<file path="src/rtl/core_pkg.sv">
// Shared definitions for the RV32I core pipeline registers.
package core_pkg;

  localparam int XLEN = 32;

  // Control word carried from decode into execute, MSB first.
  typedef struct packed {
    logic       RegWrite;
    logic       MemWrite;
    logic       Jump;
    logic       Branch;
    logic       ALUSrc;
    logic [1:0] ResultSrc;
    logic [2:0] ALUControl;
    logic       Op5;
    logic       LoadByte;
  } ctrl_e_t;

  // A bubble carries no side effects: every control bit low.
  localparam ctrl_e_t CTRL_BUBBLE = '0;

endpackage

</file>
<file path="src/rtl/sat_counter.sv">
// Saturating up-counter, used for bubble and other performance counts.
module sat_counter #(
  parameter int W = 16
) (
  input  logic         clk,
  input  logic         rst_n,
  input  logic         inc,
  output logic [W-1:0] count
);

  logic [W-1:0] r_count;
  logic         w_at_max;

  assign w_at_max = &r_count;

  // Count up on inc, sticking at all-ones; cleared only by reset.
  always_ff @(posedge clk) begin
    if (!rst_n)                r_count <= '0;
    else if (inc && !w_at_max) r_count <= r_count + 1'b1;
  end

  assign count = r_count;

endmodule

</file>
<file path="src/rtl/decode_execute_reg.sv">
// ID/EX pipeline register: decoded control word, operands, PC and register
// indices captured from decode and held for execute, with stall/flush and a
// saturating bubble counter.
module decode_execute_reg #(
  parameter int XLEN = core_pkg::XLEN,
  parameter int CNTW = 16
) (
  input  logic            clk,
  input  logic            rst_n,
  input  logic            StallE,
  input  logic            FlushE,
  input  logic            ValidD,
  input  logic            RegWriteD,
  input  logic            MemWriteD,
  input  logic            JumpD,
  input  logic            BranchD,
  input  logic            ALUSrcD,
  input  logic            Op5D,
  input  logic            LoadByteD,
  input  logic [1:0]      ResultSrcD,
  input  logic [2:0]      ALUControlD,
  input  logic [XLEN-1:0] RD1D,
  input  logic [XLEN-1:0] RD2D,
  input  logic [XLEN-1:0] PCD,
  input  logic [XLEN-1:0] PCPlus4D,
  input  logic [XLEN-1:0] ImmExtD,
  input  logic [4:0]      Rs1D,
  input  logic [4:0]      Rs2D,
  input  logic [4:0]      RdD,
  output logic            RegWriteE,
  output logic            MemWriteE,
  output logic            JumpE,
  output logic            BranchE,
  output logic            ALUSrcE,
  output logic            Op5E,
  output logic            LoadByteE,
  output logic [1:0]      ResultSrcE,
  output logic [2:0]      ALUControlE,
  output logic [XLEN-1:0] RD1E,
  output logic [XLEN-1:0] RD2E,
  output logic [XLEN-1:0] PCE,
  output logic [XLEN-1:0] PCPlus4E,
  output logic [XLEN-1:0] ImmExtE,
  output logic [4:0]      Rs1E,
  output logic [4:0]      Rs2E,
  output logic [4:0]      RdE,
  output logic            ValidE,
  output logic [CNTW-1:0] BubbleCnt
);

  import core_pkg::*;

  ctrl_e_t         w_ctrl_d;
  ctrl_e_t         r_ctrl;
  logic [XLEN-1:0] r_rd1, r_rd2, r_pc, r_pcp4, r_imm;
  logic [4:0]      r_rs1, r_rs2, r_rd;
  logic            r_valid;
  logic            w_bubble;

  assign w_ctrl_d = '{RegWrite:   RegWriteD,
                      MemWrite:   MemWriteD,
                      Jump:       JumpD,
                      Branch:     BranchD,
                      ALUSrc:     ALUSrcD,
                      ResultSrc:  ResultSrcD,
                      ALUControl: ALUControlD,
                      Op5:        Op5D,
                      LoadByte:   LoadByteD};

  // Flush wins over stall; an unstalled load of an invalid slot is also a
  // bubble so that no side-effecting control can leak from a dead slot.
  assign w_bubble = FlushE | (~StallE & ~ValidD);

  // Slot update: reset > bubble > hold (stall) > load.
  always_ff @(posedge clk) begin
    if (!rst_n || w_bubble) begin
      r_ctrl  <= CTRL_BUBBLE;
      r_rd1   <= '0;
      r_rd2   <= '0;
      r_pc    <= '0;
      r_pcp4  <= '0;
      r_imm   <= '0;
      r_rs1   <= '0;
      r_rs2   <= '0;
      r_rd    <= '0;
      r_valid <= 1'b0;
    end else if (!StallE) begin
      r_ctrl  <= w_ctrl_d;
      r_rd1   <= RD1D;
      r_rd2   <= RD2D;
      r_pc    <= PCD;
      r_pcp4  <= PCPlus4D;
      r_imm   <= ImmExtD;
      r_rs1   <= Rs1D;
      r_rs2   <= Rs2D;
      r_rd    <= RdD;
      r_valid <= 1'b1;
    end
  end

  sat_counter #(.W(CNTW)) u_bubble_cnt (
    .clk   (clk),
    .rst_n (rst_n),
    .inc   (w_bubble),
    .count (BubbleCnt)
  );

  assign RegWriteE   = r_ctrl.RegWrite;
  assign MemWriteE   = r_ctrl.MemWrite;
  assign JumpE       = r_ctrl.Jump;
  assign BranchE     = r_ctrl.Branch;
  assign ALUSrcE     = r_ctrl.ALUSrc;
  assign ResultSrcE  = r_ctrl.ResultSrc;
  assign ALUControlE = r_ctrl.ALUControl;
  assign Op5E        = r_ctrl.Op5;
  assign LoadByteE   = r_ctrl.LoadByte;
  assign RD1E        = r_rd1;
  assign RD2E        = r_rd2;
  assign PCE         = r_pc;
  assign PCPlus4E    = r_pcp4;
  assign ImmExtE     = r_imm;
  assign Rs1E        = r_rs1;
  assign Rs2E        = r_rs2;
  assign RdE         = r_rd;
  assign ValidE      = r_valid;

endmodule

</file>
<file path="config.mk">
export PLATFORM = sky130hd
export DESIGN_NAME = decode_execute_reg
export DESIGN_NICKNAME = d
export VERILOG_FILES = /design/src/rtl/core_pkg.sv /design/src/rtl/sat_counter.sv /design/src/rtl/decode_execute_reg.sv
export SDC_FILE = /design/constraint.sdc
export NUM_CORES = 1
export LEC_CHECK = 0
export ABC_AREA = 1
export BUFFER_PORTS_ARGS = -buffer_cell sky130_fd_sc_hd__buf_2
export CAP_MARGIN = 15
export CORE_MARGIN = 2
export CORE_UTILIZATION = 44
export CTS_CLUSTER_SIZE = 20
export DETAILED_ROUTE_END_ITERATION = 7
export PLACE_DENSITY = 0.78
export RECOVER_POWER = 100
export REMOVE_ABC_BUFFERS = 1
export SLEW_MARGIN = 10
export SYNTH_ARGS = -nofsm -noshare
export SYNTH_HDL_FRONTEND = slang
export SYNTH_HIERARCHICAL = 1
export SYNTH_SLANG_ARGS = --single-unit
</file>
<file path="constraint.sdc">
create_clock -name clk -period 1.39 [get_ports clk]
set_clock_uncertainty 0.15 [all_clocks]
set_input_delay 0.2085 -clock clk [delete_from_list [all_inputs] [get_ports clk]]
set_output_delay 0.2085 -clock clk [all_outputs]
set_load 0.05 [all_outputs]
</file>
* After elaboration in Yosys (flattened, before gate mapping)
Cells that the tools add are included.
Cells by class: reduce and logical (&&, ||, !) cells 5, add/sub/neg operators 1, bitwise gates (word level) 4
Operators with widths (number):
- $add A16 B1 Y16 const B | 1
- $reduce_and A16 Y1 | 1
- $logic_not A1 Y1 | 2
- $not A1 Y1 | 2
- $and A1 B1 Y1 | 1
- $logic_and A1 B1 Y1 | 1
- $logic_or A1 B1 Y1 | 1
- $or A1 B1 Y1 | 1
Word-level totals: register bits 204, bits of input ports 192, word-level logic and storage cells 29

* Depth between registers and ports, before layout
Gate-level depths: netlist of the first run.
word-level depth 4, mapped depth 11

* Hierarchy
The synthesis of the first run kept the hierarchy.
By module, submodules not included:
- decode_execute_reg | cells an instance 1380, seq. area each 3763.6 µm², area each 8702.1 µm², times used 1
- sat_counter | cells an instance 146, seq. area each 320.3 µm², area each 988.4 µm², times used 1

* Worst setup path before layout of the first run
OpenSTA, ideal clock, no wires.
kind flip-flop to flip-flop, from reg u_bubble_cnt.r_count[1], in the netlist u_bubble_cnt/count[1], to reg u_bubble_cnt.r_count[13], in the netlist u_bubble_cnt/count[13], path slack -0.557 ns, data arrival time 1.680 ns, required time 1.123 ns, cell stages (with the launch flop) 8, path buffers 1, path through dfxtp_1 ha_1 nand2_1 nor2_4 nand4_4 buf_6 a21oi_1 nor2_1
Between the ends: longest elaborated chain between the ends 3, elaborated cells between the ends (all ways) 4, those cells by class add/sub: 1; reduce/logical: 3
Ends and longest elaborated chain:
- from (decl) | RTL line sat_counter.sv:11 | logic [W-1:0] r_count;
- from (signal assigned) | RTL line sat_counter.sv:19 | else if (inc && !w_at_max) r_count <= r_count + 1'b1;
- branches (longest 3 deep; another with $add A16 B1 Y16)
Parallel ways; which one is timed is not known. A chain may end at the register's enable or synchronous reset.

* Worst setup path in the final report of the first run
from reg u_bubble_cnt.r_count[1], in the netlist u_bubble_cnt/count[1], to reg u_bubble_cnt.r_count[9], in the netlist u_bubble_cnt/count[9]
Same word-level chain as after synthesis.

==> impl_metrics.ini, run 1 <==
[outcome]
status = finished, violations left
violations = setup timing

[routing]
avgRoutedWirePerCell_um = 19.3
dr.pass1.iters = 8
drcViolationCount = 0
ant_nets = 0
drt-initial-drc-count = 1318
routed_wl_mm = 47.8
viasPerCell = 5.21
via_count = 12900

[cts]
clk_latency_ps = 510
cts_root_buffer = clkbuf_16
numClockSinks = 204
clk_pin_slew_ps = 60
htreeDepth = 1
cts_tree = done
cts_made_buffers = 23
clk_path_buf_depth = 3

[worst_setup_path]
path_buf_inv = 1
critPathLaunchType = flip-flop
slowest_delay_ps = 360
reg2reg_slack_ps = -290
worstPathCellList = buf_6, nand3_2, nor2_4, nand2_1, nor2_1, nand3_2, nand2_1, nor2_1
setup.worst_path.start = u_bubble_cnt/count[1]
arrival_ps = 1920
critPathTopFamily = simple AND/OR/NAND/NOR gates
r2r_start = u_bubble_cnt/count[1]
critical-path-slowest-cell = dfxtp_4
endpoint_kind = flip-flop
crit_type = flip-flop to flip-flop
crit_fanout = 4
worstPathRequired_ps = 1640

[finish]
utilization_pct = 80.1
final_nets = 2372
n_antenna_cell = 0
area_delta_synth_final_pct = 79.3
final_common_cell = nor2_1
drive_gt1_share_pct = 43.4
final_cell_mix = 502 x nor2_1, 315 x inv_1, 214 x nand2_1

[sta]
fin_crit_sh_pct = 121
rsz0062_at_grt = yes
setup_viol = 187
relSlewSlack_pct = 75.3
finalHoldViolCount = 0
drv_slew = 0
max_clock_freq_ghz = 0.597
layout_setup_ws_ps = -286
min_period_ps = 1680
worst_pin_slew_ps = 370

[yosys]
ys_ff_latch = 204
synth_cell_types = 25
avgSynthCellArea_um2 = 6.35
yosysSeqAreaShare_pct = 42.1
synth_cells = 1526
yosys_warnings = 6
syn_area_um2 = 9690

[min_path]
hold_start = StallE
hp-class = input port to flip-flop

[power]
power.density_nw_per_um2 = 882
p_total_mw = 15.3
p_leak_nw = 9.70
peakVddDrop_mv = 0.817

[die]
start_util_pct = 44.7
rows = 54
fp.dieH_um = 152
pin_count = 396
die-area_um2 = 23200
core_area_um2 = 21700
die_w_um = 152

[grt]
antenna_found_initial = 0
grt_usage_pct = 33.7
grt_pass1_vias = 12900
grt_pass1_wl_mm = 64.0
grt_start_max_net_pins = 83
gr-total-overflow = 0

[place]
place_ws_ps = -173
dp_hpwl_mm = 18.7
portBuffers = 395
gp_congestion = 0.882

[flow_run]
maxCapViolations = 0
-- tightest hold or removal path, cell delays in order --
cell and delay (ps):
buf_8 90, buf_4 150, buf_4 180, nand2_1 70
inv_2 40, nor2_1 30, nor2_1 90
-- power breakdown --
group,internal [mW],switching (mW)
Clock,3.55,2.59
Combinational,1.30,1.72
Sequential,6.01,0.156
Total,10.9,4.47
-- Yosys cell counts, drive strengths merged --
library cell	instances	area (µm²)
nand4	3	33.8
a21oi	11	58.8
buf	63	442
inv	391	1470
nand3	16	103
ha	1	12.5
clkbuf	1	13.8
dfxtp	204	4080
nor2	603	2560
nand3b	1	7.51
nand2	226	866
o21ai	6	41.3
-- metal layers --
metal / GRT usage (%) / wire length [µm] / part of all wire (%) / vias up
met4: 25.6 / 4960 / 10 / 0
met5: 0 / 0 / 0 / -
met1: 32.2 / 15000 / 31 / 5810
li1: - / - / - / 5517
met3: 7.74 / 4520 / 9.4 / 440
met2: 62.4 / 23400 / 49 / 1117
-- per-stage QoR --
| stage | area, µm² | setup TNS, ps | instances | hold slack (ps) |
|---|---|---|---|---|
| after floorplan | 9240 | -185160 | 1462 | 179 |
| after global placement | 12200 | -1420 | 2199 | 307 |
| after detailed placement | 12200 | -2060 | 2199 | 316 |
| after CTS | 16700 | -2790 | 2440 | 141 |
| after global routing | 17400 | -11580 | 2475 | 237 |
| final | 17400 | -9390 | 2475 | 239 |
-- registers in the layout, summed over array words and instances, names as in the netlist, 2 cells and up --
register / count
ImmExtE: 32
Rs1E: 5
RdE: 5
u_bubble_cnt/count: 16
Rs2E: 5
ALUControlE: 3
PCE: 32
RD1E: 32
PCPlus4E: 32
ResultSrcE: 2
RD2E: 32
-- path summary, 6_finish.rpt --
kind                      endpoint  depth (start not counted)
max          u_bubble_cnt/count[9]                          8
min                       RD1E[14]                          7
max reg2reg  u_bubble_cnt/count[9]                          8
min reg2reg                 ValidE                          2
-- what timing repair did --
action                                  CTS  global route
pin swaps                                16            15
gates resized for setup                 640           188
gates cloned                              1             0
hold buffers                            189             0
buffers inserted                         10            37
endpoints found under the setup margin  220           176
hold endpoints to repair                197             0
-- final cells by class --
| type | count | area, µm² |
|---|---|---|
| fillers | 1058 | 4310 |
| multi-input cells | 868 | 3810 |
| repair buffers | 691 | 6630 |
| well taps | 280 | 350 |
| clock buffers | 34 | 677 |
| flip-flops and latches | 204 | 4380 |
| clock inverters | 7 | 63.8 |
| inverters | 391 | 1470 |
-- cell families (layout without fill, tap and decap cells) --
family,after synthesis,count (layout),synth area share (%)
AOI/OAI and AO/OA,17,17,1.03
adders and majority gates,1,1,0.129
buffers and inverters,455,1123,19.8
DFF,204,204,42.1
and+or+nand+nor,849,850,36.8
Note: power is estimated with default switching activity, not from simulation.
==> run 2: changes to the inputs <==
--- a/config.mk
+++ b/config.mk
@@ -8,11 +8,12 @@
 export ABC_AREA = 1
 export BUFFER_PORTS_ARGS = -buffer_cell sky130_fd_sc_hd__buf_2
 export CAP_MARGIN = 15
-export CORE_MARGIN = 2
-export CORE_UTILIZATION = 44
+export CORE_AREA = 2 2 155 157
+export CTS_BUF_LIST = sky130_fd_sc_hd__clkbuf_8
 export CTS_CLUSTER_SIZE = 20
 export DETAILED_ROUTE_END_ITERATION = 7
-export PLACE_DENSITY = 0.78
+export DIE_AREA = 0 0 157 159
+export PLACE_DENSITY = 0.74
 export RECOVER_POWER = 100
 export REMOVE_ABC_BUFFERS = 1
 export SLEW_MARGIN = 10
==> impl_metrics.ini, run 2 (synthesized netlist as in run 1, its figures left out) <==
[worst_setup_path]
arrival_ps = 1920
critPathLaunchType = flip-flop
worstPathCellList = buf_6, nand2_4, nor2_4, buf_6, nand4_4, a21oi_2, nor2_1
path_buf_inv = 2
slowest_delay_ps = 360
worstPathRequired_ps = 1630
critical-path-slowest-cell = dfxtp_2
crit_type = flip-flop to flip-flop
endpoint_kind = flip-flop
cp_common_cell = buf_6
crit_fanout = 8
critPathTopFamily = simple AND/OR/NAND/NOR gates

[routing]
drt-initial-drc-count = 1017
via_count = 12300
drcViolationCount = 4
dr.pass1.iters = 8
avgRoutedWirePerCell_um = 17.9
ant_nets = 0
viasPerCell = 4.85
routed_wl_mm = 45.4

[min_path]
hp-class = input port to flip-flop

[sta]
drv_slew = 0
finalHoldViolCount = 0
max_clock_freq_ghz = 0.597
setup_viol = 238
holdWs_ps = 141
worst_pin_slew_ps = 642
fin_crit_sh_pct = 120
rsz0062_at_grt = yes
min_period_ps = 1670
relSlewSlack_pct = 57.2
layout_setup_ws_ps = -285

[cts]
cts_made_buffers = 36
cts_tree = done
htreeDepth = 2
clk_latency_ps = 500
numClockSinks = 204
clk_pin_slew_ps = 70
clk_path_buf_depth = 3
cts_root_buffer = clkbuf_8

[finish]
area_delta_synth_final_pct = 82.0
utilization_pct = 76.0
final_cell_mix = 486 x nor2_1, 327 x inv_1, 217 x nand2_1
final_common_cell = nor2_1
final_nets = 2377
drive_gt1_share_pct = 44.1

[die]
start_util_pct = 41.8
die-area_um2 = 25000
die_w_um = 157
core_area_um2 = 23200
fp.dieH_um = 159
pin_count = 396
rows = 56

[flow_run]
maxCapViolations = 0

[grt]
grt_usage_pct = 30.2
antenna_found_initial = 2
grt_start_max_net_pins = 73
grt_pass1_wl_mm = 60.6
gr-total-overflow = 0
grt_pass1_vias = 12500

[power]
peakVddDrop_mv = 0.818
power.density_nw_per_um2 = 843
p_leak_nw = 9.79

[outcome]
status = finished, violations left
violations = DRC, setup timing

[place]
dp_hpwl_mm = 18.4
gp_congestion = 0.850
portBuffers = 395
==> run 2: changes by cell type in the layout (fill, tap and decap cells not counted), moves of 5 or more <==
cell	before	now
buf_4	74	69
buf_6	92	40
buf_8	125	176
clkbuf_1	6	0
clkbuf_16	23	0
clkbuf_8	6	47
inv_1	315	327
nor2_1	502	486
nor2_2	90	107
==> run 2: per-layer routing <==
| layer | track usage, % | routed length, µm | vias up |
|---|---|---|---|
| li1 | - | - | 5534 |
| met1 | 27.8 | 14200 | 5455 |
| met2 | 54.9 | 22100 | 899 |
| met3 | 7.92 | 4440 | 391 |
| met4 | 25.0 | 4620 | 0 |
| met5 | 0 | 0 | - |
==> run 2: timing repair <==
action,in CTS,in global routing
hold buffers,189,0
buffers inserted,17,26
endpoints found under the setup margin,220,213
gates resized for setup,743,134
gates cloned,1,0
endpoints found under the hold margin,199,0
pin swaps,11,14
==> run 2: final cells by class <==
| cell class | instances | area (µm²) |
|---|---|---|
| Timing Repair Buffer | 683 | 6800 |
| Antenna cell | 2 | 5.00 |
| Fill cell | 1270 | 5560 |
| Clock buffer | 47 | 647 |
| Clock inverter | 18 | 80.1 |
| Sequential cell | 204 | 4380 |
| Inverter | 391 | 1470 |
| Tap cell | 319 | 399 |
| Multi-Input combinational cell | 868 | 3850 |
==> run 2: worst min-delay path, delay by kind of cell <==
family / cells / cell delay (ps)
buffers and inverters: 3 / 340
and+or+nand+nor: 3 / 230
==> run 2: power by group <==
group          leakage (nW)  total, mW  internal (mW)  switching, mW
Clock                 0.418       5.69           3.04           2.65
Combinational          7.62       3.02           1.33           1.69
Sequential             1.76       6.16           6.00          0.162
Total                  9.79       14.9           10.4           4.50
==> run 2: final timing paths <==
check / start / to / slack (ps) / cells past startpoint
max: u_bubble_cnt/count[10] / u_bubble_cnt/count[14] / -280 / 7
min reg2reg: ValidE / ValidE / 350 / 2
max reg2reg: u_bubble_cnt/count[10] / u_bubble_cnt/count[14] / -280 / 7
min: StallE / RD1E[10] / 140 / 6
==> run 2: through the flow <==
step	power, mW	setup TNS, ps	cells	cell area [µm²]	setup WS, ps
global route	15.4	-42240	2532	17600	-324
detailed placement	8.23	-2520	2233	12200	-210
finish	14.9	-34940	2532	17600	-285
global placement	8.21	-1650	2233	12200	-159
CTS	14.5	-3810	2505	17000	-124
floorplan	7.39	-185160	1462	9240	-945
